### config.mk
export PLATFORM = sky130hd
export DESIGN_NAME = uw_frame_sync_tracker_flat
export DESIGN_NICKNAME = d
export VERILOG_FILES = /design/src/rtl/uw_frame_sync_tracker_if.sv /design/src/rtl/uw_frame_sync_tracker.sv /design/src/flat_wrapper.sv
export SDC_FILE = /design/constraint.sdc
export NUM_CORES = 1
export LEC_CHECK = 0
export CAP_MARGIN = 20
export CORE_ASPECT_RATIO = 0.9
export CORE_UTILIZATION = 52
export CTS_BUF_LIST = sky130_fd_sc_hd__clkbuf_4 sky130_fd_sc_hd__clkbuf_8 sky130_fd_sc_hd__clkbuf_16
export CTS_CLUSTER_DIAMETER = 30
export DETAILED_ROUTE_END_ITERATION = 12
export GPL_ROUTABILITY_DRIVEN = 0
export PLACE_DENSITY = 0.69
export SLEW_MARGIN = 20
export SYNTH_ARGS = -nofsm -noshare
export SYNTH_HDL_FRONTEND = slang
export SYNTH_SLANG_ARGS = --single-unit
export TNS_END_PERCENT = 30
### constraint.sdc
create_clock -name clk -period 29 [get_ports clk]
set_clock_uncertainty 0.05 [all_clocks]
set_input_delay 2.9 -clock clk [delete_from_list [all_inputs] [get_ports clk]]
set_output_delay 2.9 -clock clk [all_outputs]
set_load 0.05 [all_outputs]
### src/rtl/uw_frame_sync_tracker_if.sv
// rtl/uw_frame_sync_tracker_if.sv - sample stream bundle between the tracker and its neighbours
interface uw_frame_sync_tracker_if #(
  parameter int DATA_W = 16
);
  logic                     in_valid;
  logic signed [DATA_W-1:0] in_i;
  logic signed [DATA_W-1:0] in_q;
  logic                     out_valid;
  logic signed [DATA_W-1:0] out_i;
  logic signed [DATA_W-1:0] out_q;
  logic                     out_sof;
  logic [1:0]               out_rot;

  // upstream source / downstream sink side
  modport master (
    output in_valid, in_i, in_q,
    input  out_valid, out_i, out_q, out_sof, out_rot
  );

  // tracker side
  modport slave (
    input  in_valid, in_i, in_q,
    output out_valid, out_i, out_q, out_sof, out_rot
  );
endinterface

### src/rtl/uw_frame_sync_tracker.sv
// rtl/uw_frame_sync_tracker.sv - streaming UW correlator with frame/phase acquisition and flywheel
module uw_frame_sync_tracker #(
  parameter int DATA_W      = 16,
  parameter int UW_LEN      = 16,
  parameter int FRAME_LEN   = 1024,
  parameter int VERIFY_HITS = 2,
  parameter int MAX_MISS    = 3,
  parameter int SCORE_W     = $clog2(UW_LEN + 1)
) (
  input  logic                  clk,
  input  logic                  rst,
  uw_frame_sync_tracker_if.slave strm,
  input  logic [2*UW_LEN-1:0]   uw_pattern,
  input  logic [SCORE_W-1:0]    threshold,
  output logic [1:0]            sync_state,
  output logic                  locked,
  output logic                  loss
);

  localparam int FILL_W = $clog2(UW_LEN + 1);
  localparam int POS_W  = (FRAME_LEN > 1) ? $clog2(FRAME_LEN) : 1;
  localparam int HIT_W  = $clog2(VERIFY_HITS + 1);
  localparam int MISS_W = $clog2(MAX_MISS + 1);

  localparam logic [FILL_W-1:0] FILL_FULL = FILL_W'(UW_LEN);
  localparam logic [FILL_W-1:0] FILL_LAST = FILL_W'(UW_LEN - 1);
  localparam logic [POS_W-1:0]  POS_LAST  = POS_W'(FRAME_LEN - 1);
  localparam logic [HIT_W-1:0]  HIT_TGT   = HIT_W'(VERIFY_HITS);
  localparam logic [MISS_W-1:0] MISS_TGT  = MISS_W'(MAX_MISS);

  typedef logic signed [DATA_W-1:0] sample_t;

  localparam sample_t MAX_POS = {1'b0, {(DATA_W-1){1'b1}}};
  localparam sample_t MIN_NEG = {1'b1, {(DATA_W-1){1'b0}}};

  typedef enum logic [1:0] {
    ST_SEARCH = 2'd0,
    ST_VERIFY = 2'd1,
    ST_LOCK   = 2'd2
  } state_t;

  // Negation clamps the most negative code so a rotation never wraps sign.
  function automatic sample_t sat_neg(input sample_t x);
    return (x == MIN_NEG) ? MAX_POS : -x;
  endfunction

  // Returns {i', q'} for rotation r: r0 (i,q) r1 (q,-i) r2 (-i,-q) r3 (-q,i).
  function automatic logic [2*DATA_W-1:0] rotate(input logic [1:0] r, input sample_t i, input sample_t q);
    case (r)
      2'd0:    return {i, q};
      2'd1:    return {q, sat_neg(i)};
      2'd2:    return {sat_neg(i), sat_neg(q)};
      default: return {sat_neg(q), i};
    endcase
  endfunction

  // Hard decision {i<0, q<0}; zero is treated as non-negative.
  function automatic logic [1:0] decide(input logic [2*DATA_W-1:0] v);
    return {v[2*DATA_W-1], v[DATA_W-1]};
  endfunction

  // window and fill tracking
  sample_t             win_i [UW_LEN];
  sample_t             win_q [UW_LEN];
  logic [FILL_W-1:0]   fill;
  logic                acc_full;

  // stage 1 registers
  logic                s1_valid;
  logic [SCORE_W-1:0]  s1_score [4];
  sample_t             s1_cand_i;
  sample_t             s1_cand_q;

  // combinational scoring of the current window
  logic [SCORE_W-1:0]  score_c [4];
  logic [1:0]          best_rot;
  logic [SCORE_W-1:0]  best_score;
  logic                hit_cur;

  // FSM state and counters
  state_t              state, state_nx;
  logic [POS_W-1:0]    pos, pos_nx;
  logic [HIT_W-1:0]    hits, hits_nx;
  logic [MISS_W-1:0]   misses, misses_nx;
  logic [1:0]          rot_nx;
  logic                sof_nx;
  logic                loss_nx;
  logic [2*DATA_W-1:0] rot_out;

  // output registers
  logic                out_valid_r;
  sample_t             out_i_r;
  sample_t             out_q_r;
  logic                out_sof_r;
  logic [1:0]          out_rot_r;
  logic                loss_r;

  // Shift accepted samples into the window; flag accepts that leave it full.
  always_ff @(posedge clk) begin
    if (rst) begin
      fill     <= '0;
      acc_full <= 1'b0;
      for (int k = 0; k < UW_LEN; k++) begin
        win_i[k] <= '0;
        win_q[k] <= '0;
      end
    end else begin
      acc_full <= strm.in_valid && (fill >= FILL_LAST);
      if (strm.in_valid) begin
        for (int k = 0; k < UW_LEN - 1; k++) begin
          win_i[k] <= win_i[k+1];
          win_q[k] <= win_q[k+1];
        end
        win_i[UW_LEN-1] <= strm.in_i;
        win_q[UW_LEN-1] <= strm.in_q;
        if (fill != FILL_FULL) fill <= fill + 1'b1;
      end
    end
  end

  // Correlate the window against the UW under each of the four rotations.
  always_comb begin
    for (int r = 0; r < 4; r++) begin
      score_c[r] = '0;
      for (int k = 0; k < UW_LEN; k++) begin
        if (decide(rotate(2'(r), win_i[k], win_q[k])) == uw_pattern[2*k +: 2])
          score_c[r] = score_c[r] + 1'b1;
      end
    end
  end

  // Stage 1: capture scores and the oldest window sample as output candidate.
  always_ff @(posedge clk) begin
    if (rst) begin
      s1_valid  <= 1'b0;
      s1_cand_i <= '0;
      s1_cand_q <= '0;
      for (int r = 0; r < 4; r++) s1_score[r] <= '0;
    end else begin
      s1_valid <= acc_full;
      if (acc_full) begin
        s1_cand_i <= win_i[0];
        s1_cand_q <= win_q[0];
        for (int r = 0; r < 4; r++) s1_score[r] <= score_c[r];
      end
    end
  end

  // Best rotation by score; the lowest rotation index wins a tie.
  always_comb begin
    best_rot   = 2'd0;
    best_score = s1_score[0];
    for (int r = 1; r < 4; r++) begin
      if (s1_score[r] > best_score) begin
        best_rot   = 2'(r);
        best_score = s1_score[r];
      end
    end
  end

  assign hit_cur = (s1_score[out_rot_r] >= threshold);

  // Sync FSM state register and frame counters.
  always_ff @(posedge clk) begin
    if (rst) begin
      state  <= ST_SEARCH;
      pos    <= '0;
      hits   <= '0;
      misses <= '0;
    end else begin
      state  <= state_nx;
      pos    <= pos_nx;
      hits   <= hits_nx;
      misses <= misses_nx;
    end
  end

  // Next-state and per-sample decisions; only off-position windows are ignored once acquired.
  always_comb begin
    state_nx  = state;
    pos_nx    = pos;
    hits_nx   = hits;
    misses_nx = misses;
    rot_nx    = out_rot_r;
    sof_nx    = 1'b0;
    loss_nx   = 1'b0;
    if (s1_valid) begin
      pos_nx = (pos == POS_LAST) ? '0 : pos + 1'b1;
      case (state)
        ST_SEARCH: begin
          if (best_score >= threshold) begin
            rot_nx    = best_rot;
            sof_nx    = 1'b1;
            pos_nx    = POS_W'(1);
            hits_nx   = HIT_W'(1);
            misses_nx = '0;
            state_nx  = (VERIFY_HITS <= 1) ? ST_LOCK : ST_VERIFY;
          end
        end
        ST_VERIFY: begin
          if (pos == '0) begin
            sof_nx = 1'b1;
            if (hit_cur) begin
              hits_nx = hits + 1'b1;
              if (hits + 1'b1 >= HIT_TGT) begin
                state_nx  = ST_LOCK;
                misses_nx = '0;
              end
            end else begin
              state_nx  = ST_SEARCH;
              hits_nx   = '0;
              misses_nx = '0;
            end
          end
        end
        ST_LOCK: begin
          if (pos == '0) begin
            sof_nx = 1'b1;
            if (hit_cur) begin
              misses_nx = '0;
            end else if (misses + 1'b1 >= MISS_TGT) begin
              state_nx  = ST_SEARCH;
              loss_nx   = 1'b1;
              hits_nx   = '0;
              misses_nx = '0;
            end else begin
              misses_nx = misses + 1'b1;
            end
          end
        end
        default: begin
          state_nx  = ST_SEARCH;
          hits_nx   = '0;
          misses_nx = '0;
        end
      endcase
    end
  end

  assign rot_out = rotate(rot_nx, s1_cand_i, s1_cand_q);

  // Stage 2: register the phase-corrected sample with its frame markers.
  always_ff @(posedge clk) begin
    if (rst) begin
      out_valid_r <= 1'b0;
      out_i_r     <= '0;
      out_q_r     <= '0;
      out_sof_r   <= 1'b0;
      out_rot_r   <= 2'd0;
      loss_r      <= 1'b0;
    end else begin
      out_valid_r <= s1_valid;
      loss_r      <= loss_nx;
      if (s1_valid) begin
        out_i_r   <= rot_out[2*DATA_W-1:DATA_W];
        out_q_r   <= rot_out[DATA_W-1:0];
        out_sof_r <= sof_nx;
        out_rot_r <= rot_nx;
      end else begin
        out_sof_r <= 1'b0;
      end
    end
  end

  assign strm.out_valid = out_valid_r;
  assign strm.out_i     = out_i_r;
  assign strm.out_q     = out_q_r;
  assign strm.out_sof   = out_sof_r;
  assign strm.out_rot   = out_rot_r;
  assign sync_state     = state;
  assign locked         = (state == ST_LOCK);
  assign loss           = loss_r;

endmodule

### src/flat_wrapper.sv
// flat-port wrapper written by rule: the top's interface ports become plain ports
module uw_frame_sync_tracker_flat 
#(
  parameter int DATA_W      = 16,
  parameter int UW_LEN      = 16,
  parameter int FRAME_LEN   = 1024,
  parameter int VERIFY_HITS = 2,
  parameter int MAX_MISS    = 3,
  parameter int SCORE_W     = $clog2(UW_LEN + 1)
)
  (clk, rst, uw_pattern, threshold, sync_state, locked, loss, strm_in_valid, strm_in_i, strm_in_q, strm_out_valid, strm_out_i, strm_out_q, strm_out_sof, strm_out_rot);
  uw_frame_sync_tracker_if #(.DATA_W(DATA_W)) strm_i ();
  input  logic clk;
  input  logic rst;
  input  logic [2*UW_LEN-1:0] uw_pattern;
  input  logic [SCORE_W-1:0] threshold;
  output logic [1:0] sync_state;
  output logic locked;
  output logic loss;
  input wire logic [$bits(strm_i.in_valid)-1:0] strm_in_valid;
  input wire logic [$bits(strm_i.in_i)-1:0] strm_in_i;
  input wire logic [$bits(strm_i.in_q)-1:0] strm_in_q;
  output wire logic [$bits(strm_i.out_valid)-1:0] strm_out_valid;
  output wire logic [$bits(strm_i.out_i)-1:0] strm_out_i;
  output wire logic [$bits(strm_i.out_q)-1:0] strm_out_q;
  output wire logic [$bits(strm_i.out_sof)-1:0] strm_out_sof;
  output wire logic [$bits(strm_i.out_rot)-1:0] strm_out_rot;
  assign strm_i.in_valid = strm_in_valid;
  assign strm_i.in_i = strm_in_i;
  assign strm_i.in_q = strm_in_q;
  assign strm_out_valid = strm_i.out_valid;
  assign strm_out_i = strm_i.out_i;
  assign strm_out_q = strm_i.out_q;
  assign strm_out_sof = strm_i.out_sof;
  assign strm_out_rot = strm_i.out_rot;
  uw_frame_sync_tracker #(.DATA_W(DATA_W), .UW_LEN(UW_LEN), .FRAME_LEN(FRAME_LEN), .VERIFY_HITS(VERIFY_HITS), .MAX_MISS(MAX_MISS), .SCORE_W(SCORE_W)) u_core (.clk(clk), .rst(rst), .strm(strm_i), .uw_pattern(uw_pattern), .threshold(threshold), .sync_state(sync_state), .locked(locked), .loss(loss));
endmodule
==> metrics.log <==
INFO  metric run_status = completed
INFO  metric yosys_warnings = 0
INFO  metric cp.required = ~29 ns
INFO  metric async_flop_share = 0%
INFO  metric synth_sequential_area_ratio = 50.9%
INFO  metric synth_edf_count = 532
INFO  metric initial_utilization = between 50% and 60%
INFO  metric post-synth-top-area-fraction = 45.6%
INFO  metric post-route-min-period = 12.09 ns
INFO  metric post_cts.repair.setup_buffers = 0
INFO  metric stdcell_area = 40600 sq um
INFO  metric layer_carrying_the_most_global_route_usage = met2
INFO  metric htreeDepth = 3
INFO  metric power_density = 85.3 nW/um^2
INFO  metric avgSynthCellArea = 10.9 sq um
INFO  metric post-dp-hpwl = 55200 um
INFO  metric clock_path_buffers = 3
INFO  metric worstSetupPathType = input pin to register
INFO  metric syn_to_final_growth = 15.7%
INFO  metric setup_violations = 0
INFO  metric dr_total_vias = 24000
INFO  metric antenna-diode-count = 0
INFO  metric tritoncts_clock_tree = built
INFO  metric leakage = between 15 and 20 nW
INFO  metric tns = 0 ns
INFO  metric dieWidth = 276 um
INFO  metric yosys-top-cells-area = edfxtp_1, and2_1, xnor2_1
INFO  metric drive_above_1_share = 8.70%
INFO  metric detailed_route_iter0_violations = around 1600
INFO  metric fillCellCount = 5217
INFO  metric route.detailed.vias_per_inst = ~5.7
INFO  metric grt_met2_usage = 39.4%
INFO  metric grt_max_degree = 173
INFO  metric grt_first_pass_wirelength = 121000 um
INFO  metric cts-hold-fix-buffers = 0
INFO  metric groute.layer.met1.usage = 27.6%
INFO  metric setup.worst_path.start_class = input pin
INFO  metric grt_setup_unrepaired = no
INFO  metric num_io_pins = 112
INFO  metric ys_dominant_reg_cell = edfxtp_1
INFO  metric post-synth-top-count-cell = edfxtp_1
INFO  metric die_height = 248 um
INFO  metric netlist_instances = around 3200
INFO  metric fp.coreArea = 66100 sq um
INFO  metric whs = 0.407 ns
INFO  metric crit_path_top_delay_cell = clkdlybuf4s50_1
INFO  metric report.final.slew_viol_count = 0
INFO  metric syn-cell-area = approximately 35000 sq um
INFO  metric critical-path-top-cell-by-count = ha_1
INFO  metric synth_largest_area_cell = edfxtp_1
INFO  metric r2r-end = u_core.s1_score[3][4]
INFO  metric drt-wirelength-per-cell = 17.9 um
INFO  metric ff_to_ff_start = u_core.win_q[0][28]
INFO  metric r2r_setup_slack = between 15 and 20 ns
INFO  metric hold_path_depth = 2
INFO  metric clkLatencyLatePin = 0.68 ns
INFO  metric min-delay-path-class = register to register
INFO  metric ys_seq_elements = ~630
INFO  metric maximum_fanout_along_the_worst_path = 15
INFO  metric final_nets = 3458
INFO  metric numPortBuffers = about 110
INFO  metric vdd_ir_drop_max = 0.0000581 V
INFO  metric synth_fp_nets = 3374
INFO  metric cp.arrival = approximately 13 ns
INFO  metric final-hold-violation-count = 0
INFO  metric clock_root_buffer = clkbuf_16
INFO  metric via_count_of_the_first_global_routing_pass = 23700
INFO  metric grt_antenna_before_repair = 4
INFO  metric max-slew-margin-rel = between 20 and 30%
INFO  metric reg2regPathDepth = 47
INFO  metric worst_slew_pin_tran = between 1 and 1.5 ns
INFO  metric post_synth_most_frequent_cells = edfxtp_1, and2_1, nor2_1
INFO  metric min-delay-start = u_core.strm.out_q[10]
INFO  metric clock.fmax = 82.7 MHz
INFO  metric worst_setup_hold_path_clk_slew = 0.05 ns
INFO  metric cpPeakStageDelay = 0.88 ns
INFO  metric placedInstanceArea = 36800 sq um
INFO  metric max_cap_viol_count = 0
INFO  metric layout_worst_path_cycle_share = a little over two fifths
INFO  metric global_route.usage.total = approximately 22%
INFO  metric postRouteAntennaNets = 0
INFO  metric globalRoute.totalOverflow = 0
INFO  metric end_kind = register
INFO  metric routed_wl = about 76000 um
INFO  metric clkSinkCount = 626
INFO  metric synth_cell_type_count = 103
INFO  metric die_area = 68500 sq um
INFO  metric post_cts_resized = 0
INFO  metric drt-pass1-iter-count = 5
INFO  metric numCtsBuffers = ~110
INFO  metric terminating_pin_of_the_worst_hold_path = u_core.strm.out_q[10]
INFO  metric rows = 89
INFO  metric drc_errors = 0
INFO  metric global_route.usage.met3 = under 10%
[report_power, final]
part | total (W) | switching [W] | internal [W]
clock | 0.00126 | 0.000453 | 0.000810
sequential | 0.00108 | 0.0000368 | 0.00104
combinational | 0.00112 | 0.000637 | 0.000486
[how the worst max path moves through the flow]
stage	from	endpoint	slack, ns	depth (start not counted)
after CTS	uw_pattern[5]	u_core.s1_score[0][4]	17.08	46
after detailed placement	uw_pattern[5]	u_core.s1_score[0][4]	16.47	46
after global placement	uw_pattern[0]	u_core.s1_score[0][4]	16.78	47
final	uw_pattern[5]	u_core.s1_score[0][4]	16.91	46
after global routing	uw_pattern[5]	u_core.s1_score[0][4]	16.22	46
after floorplan	uw_pattern[0]	u_core.s1_score[0][4]	17.80	47
[metrics by stage]
stage | utilization [%] | std cells | total power (W) | setup WS [ns]
finish | 61.4 | 4244 | 0.00346 | 16.91
global route | 61.4 | 4244 | 0.00366 | 16.22
CTS | 61.3 | 4244 | 0.00348 | 17.08
detailed placement | 55.7 | 4046 | 0.00220 | 16.47
global placement | 55.7 | 4046 | 0.00214 | 16.78
floorplan | - | 3206 | 0.00199 | 17.80
[cell families after synthesis]
kind of cell / after synthesis / share of synthesized area, %
AND/OR/NAND/NOR: 1374 / 21.6
adder cells (fa/ha/maj): 97 / 3.45
AO/OA/AOI/OAI: 395 / 7.47
XOR/XNOR: 355 / 10.1
flip-flops: 626 / 50.9
buffers and inverters: 238 / 2.63
multiplexers: 121 / 3.76
[layout make-up]
| type | count | area [sq um] | share of cell area, % |
|---|---|---|---|
| Timing Repair Buffer | 126 | 1250 | 3.07 |
| Tap cell | 864 | 1080 | 2.66 |
| Sequential cell | 626 | 17900 | 44.0 |
| Clock buffer | 117 | 2790 | 6.88 |
| Clock inverter | 81 | 936 | 2.31 |
| Multi-Input combinational cell | 2342 | 16300 | 40.2 |
| Inverter | 88 | 338 | 0.832 |
[layout by cell type, fill, tap and decap left out, types with 12 or more instances in the layout]
cell	count
clkdlybuf4s50_1	110
nand2b_1	24
nor2b_1	203
mux2_2	16
nor4_1	92
a21oi_1	108
nor2_1	231
clkinv_2	18
a41oi_1	22
or2_2	13
clkinvlp_4	16
buf_4	12
clkbuf_16	109
nand4_1	23
xnor3_1	15
xnor2_1	226
or3_1	12
nor3_1	52
and3_1	22
a31oi_1	18
a211oi_1	28
and2_1	350
mux2i_1	98
inv_1	86
edfxtp_1	532
dfxtp_1	93
nand3_1	74
xor2_1	92
o31ai_1	14
bufinv_16	12
nand2_1	193
o21ai_0	86
or4_1	34
ha_1	96
[critical path: cells and delay by family]
kind	cells	cell delay, ns
AOI/OAI and AO/OA	5	0.68
xor gates and xnor gates	2	0.74
and+or+nand+nor	20	2.57
muxes	3	0.79
buffers and inverters	3	1.13
adders and majority gates	13	3.69
[flip-flops by register name, summed over array words and instances, names as in the netlist, named ones only]
register,count
u_core.misses,2
u_core.s1_valid,1
u_core.s1_cand_q,16
u_core.fill,5
u_core.win_q,256
u_core.s1_cand_i,16
u_core.hits,2
u_core.s1_score,20
u_core.strm.out_valid,1
u_core.strm.out_q,16
u_core.acc_full,1
u_core.loss,1
u_core.pos,10
u_core.win_i,256
u_core.sync_state,2
u_core.strm.out_rot,2
u_core.strm.out_i,16
u_core.strm.out_sof,1
[routing by layer]
| metal | up-vias | share of wire (%) |
|---|---|---|
| met5 | - | 0.058 |
| met4 | 6 | 2.8 |
| met3 | 154 | 4.4 |
| met2 | 553 | 51 |
| met1 | 11600 | 42 |
| li1 | 11700 | - |
Note: power is estimated with default switching activity, not from simulation.
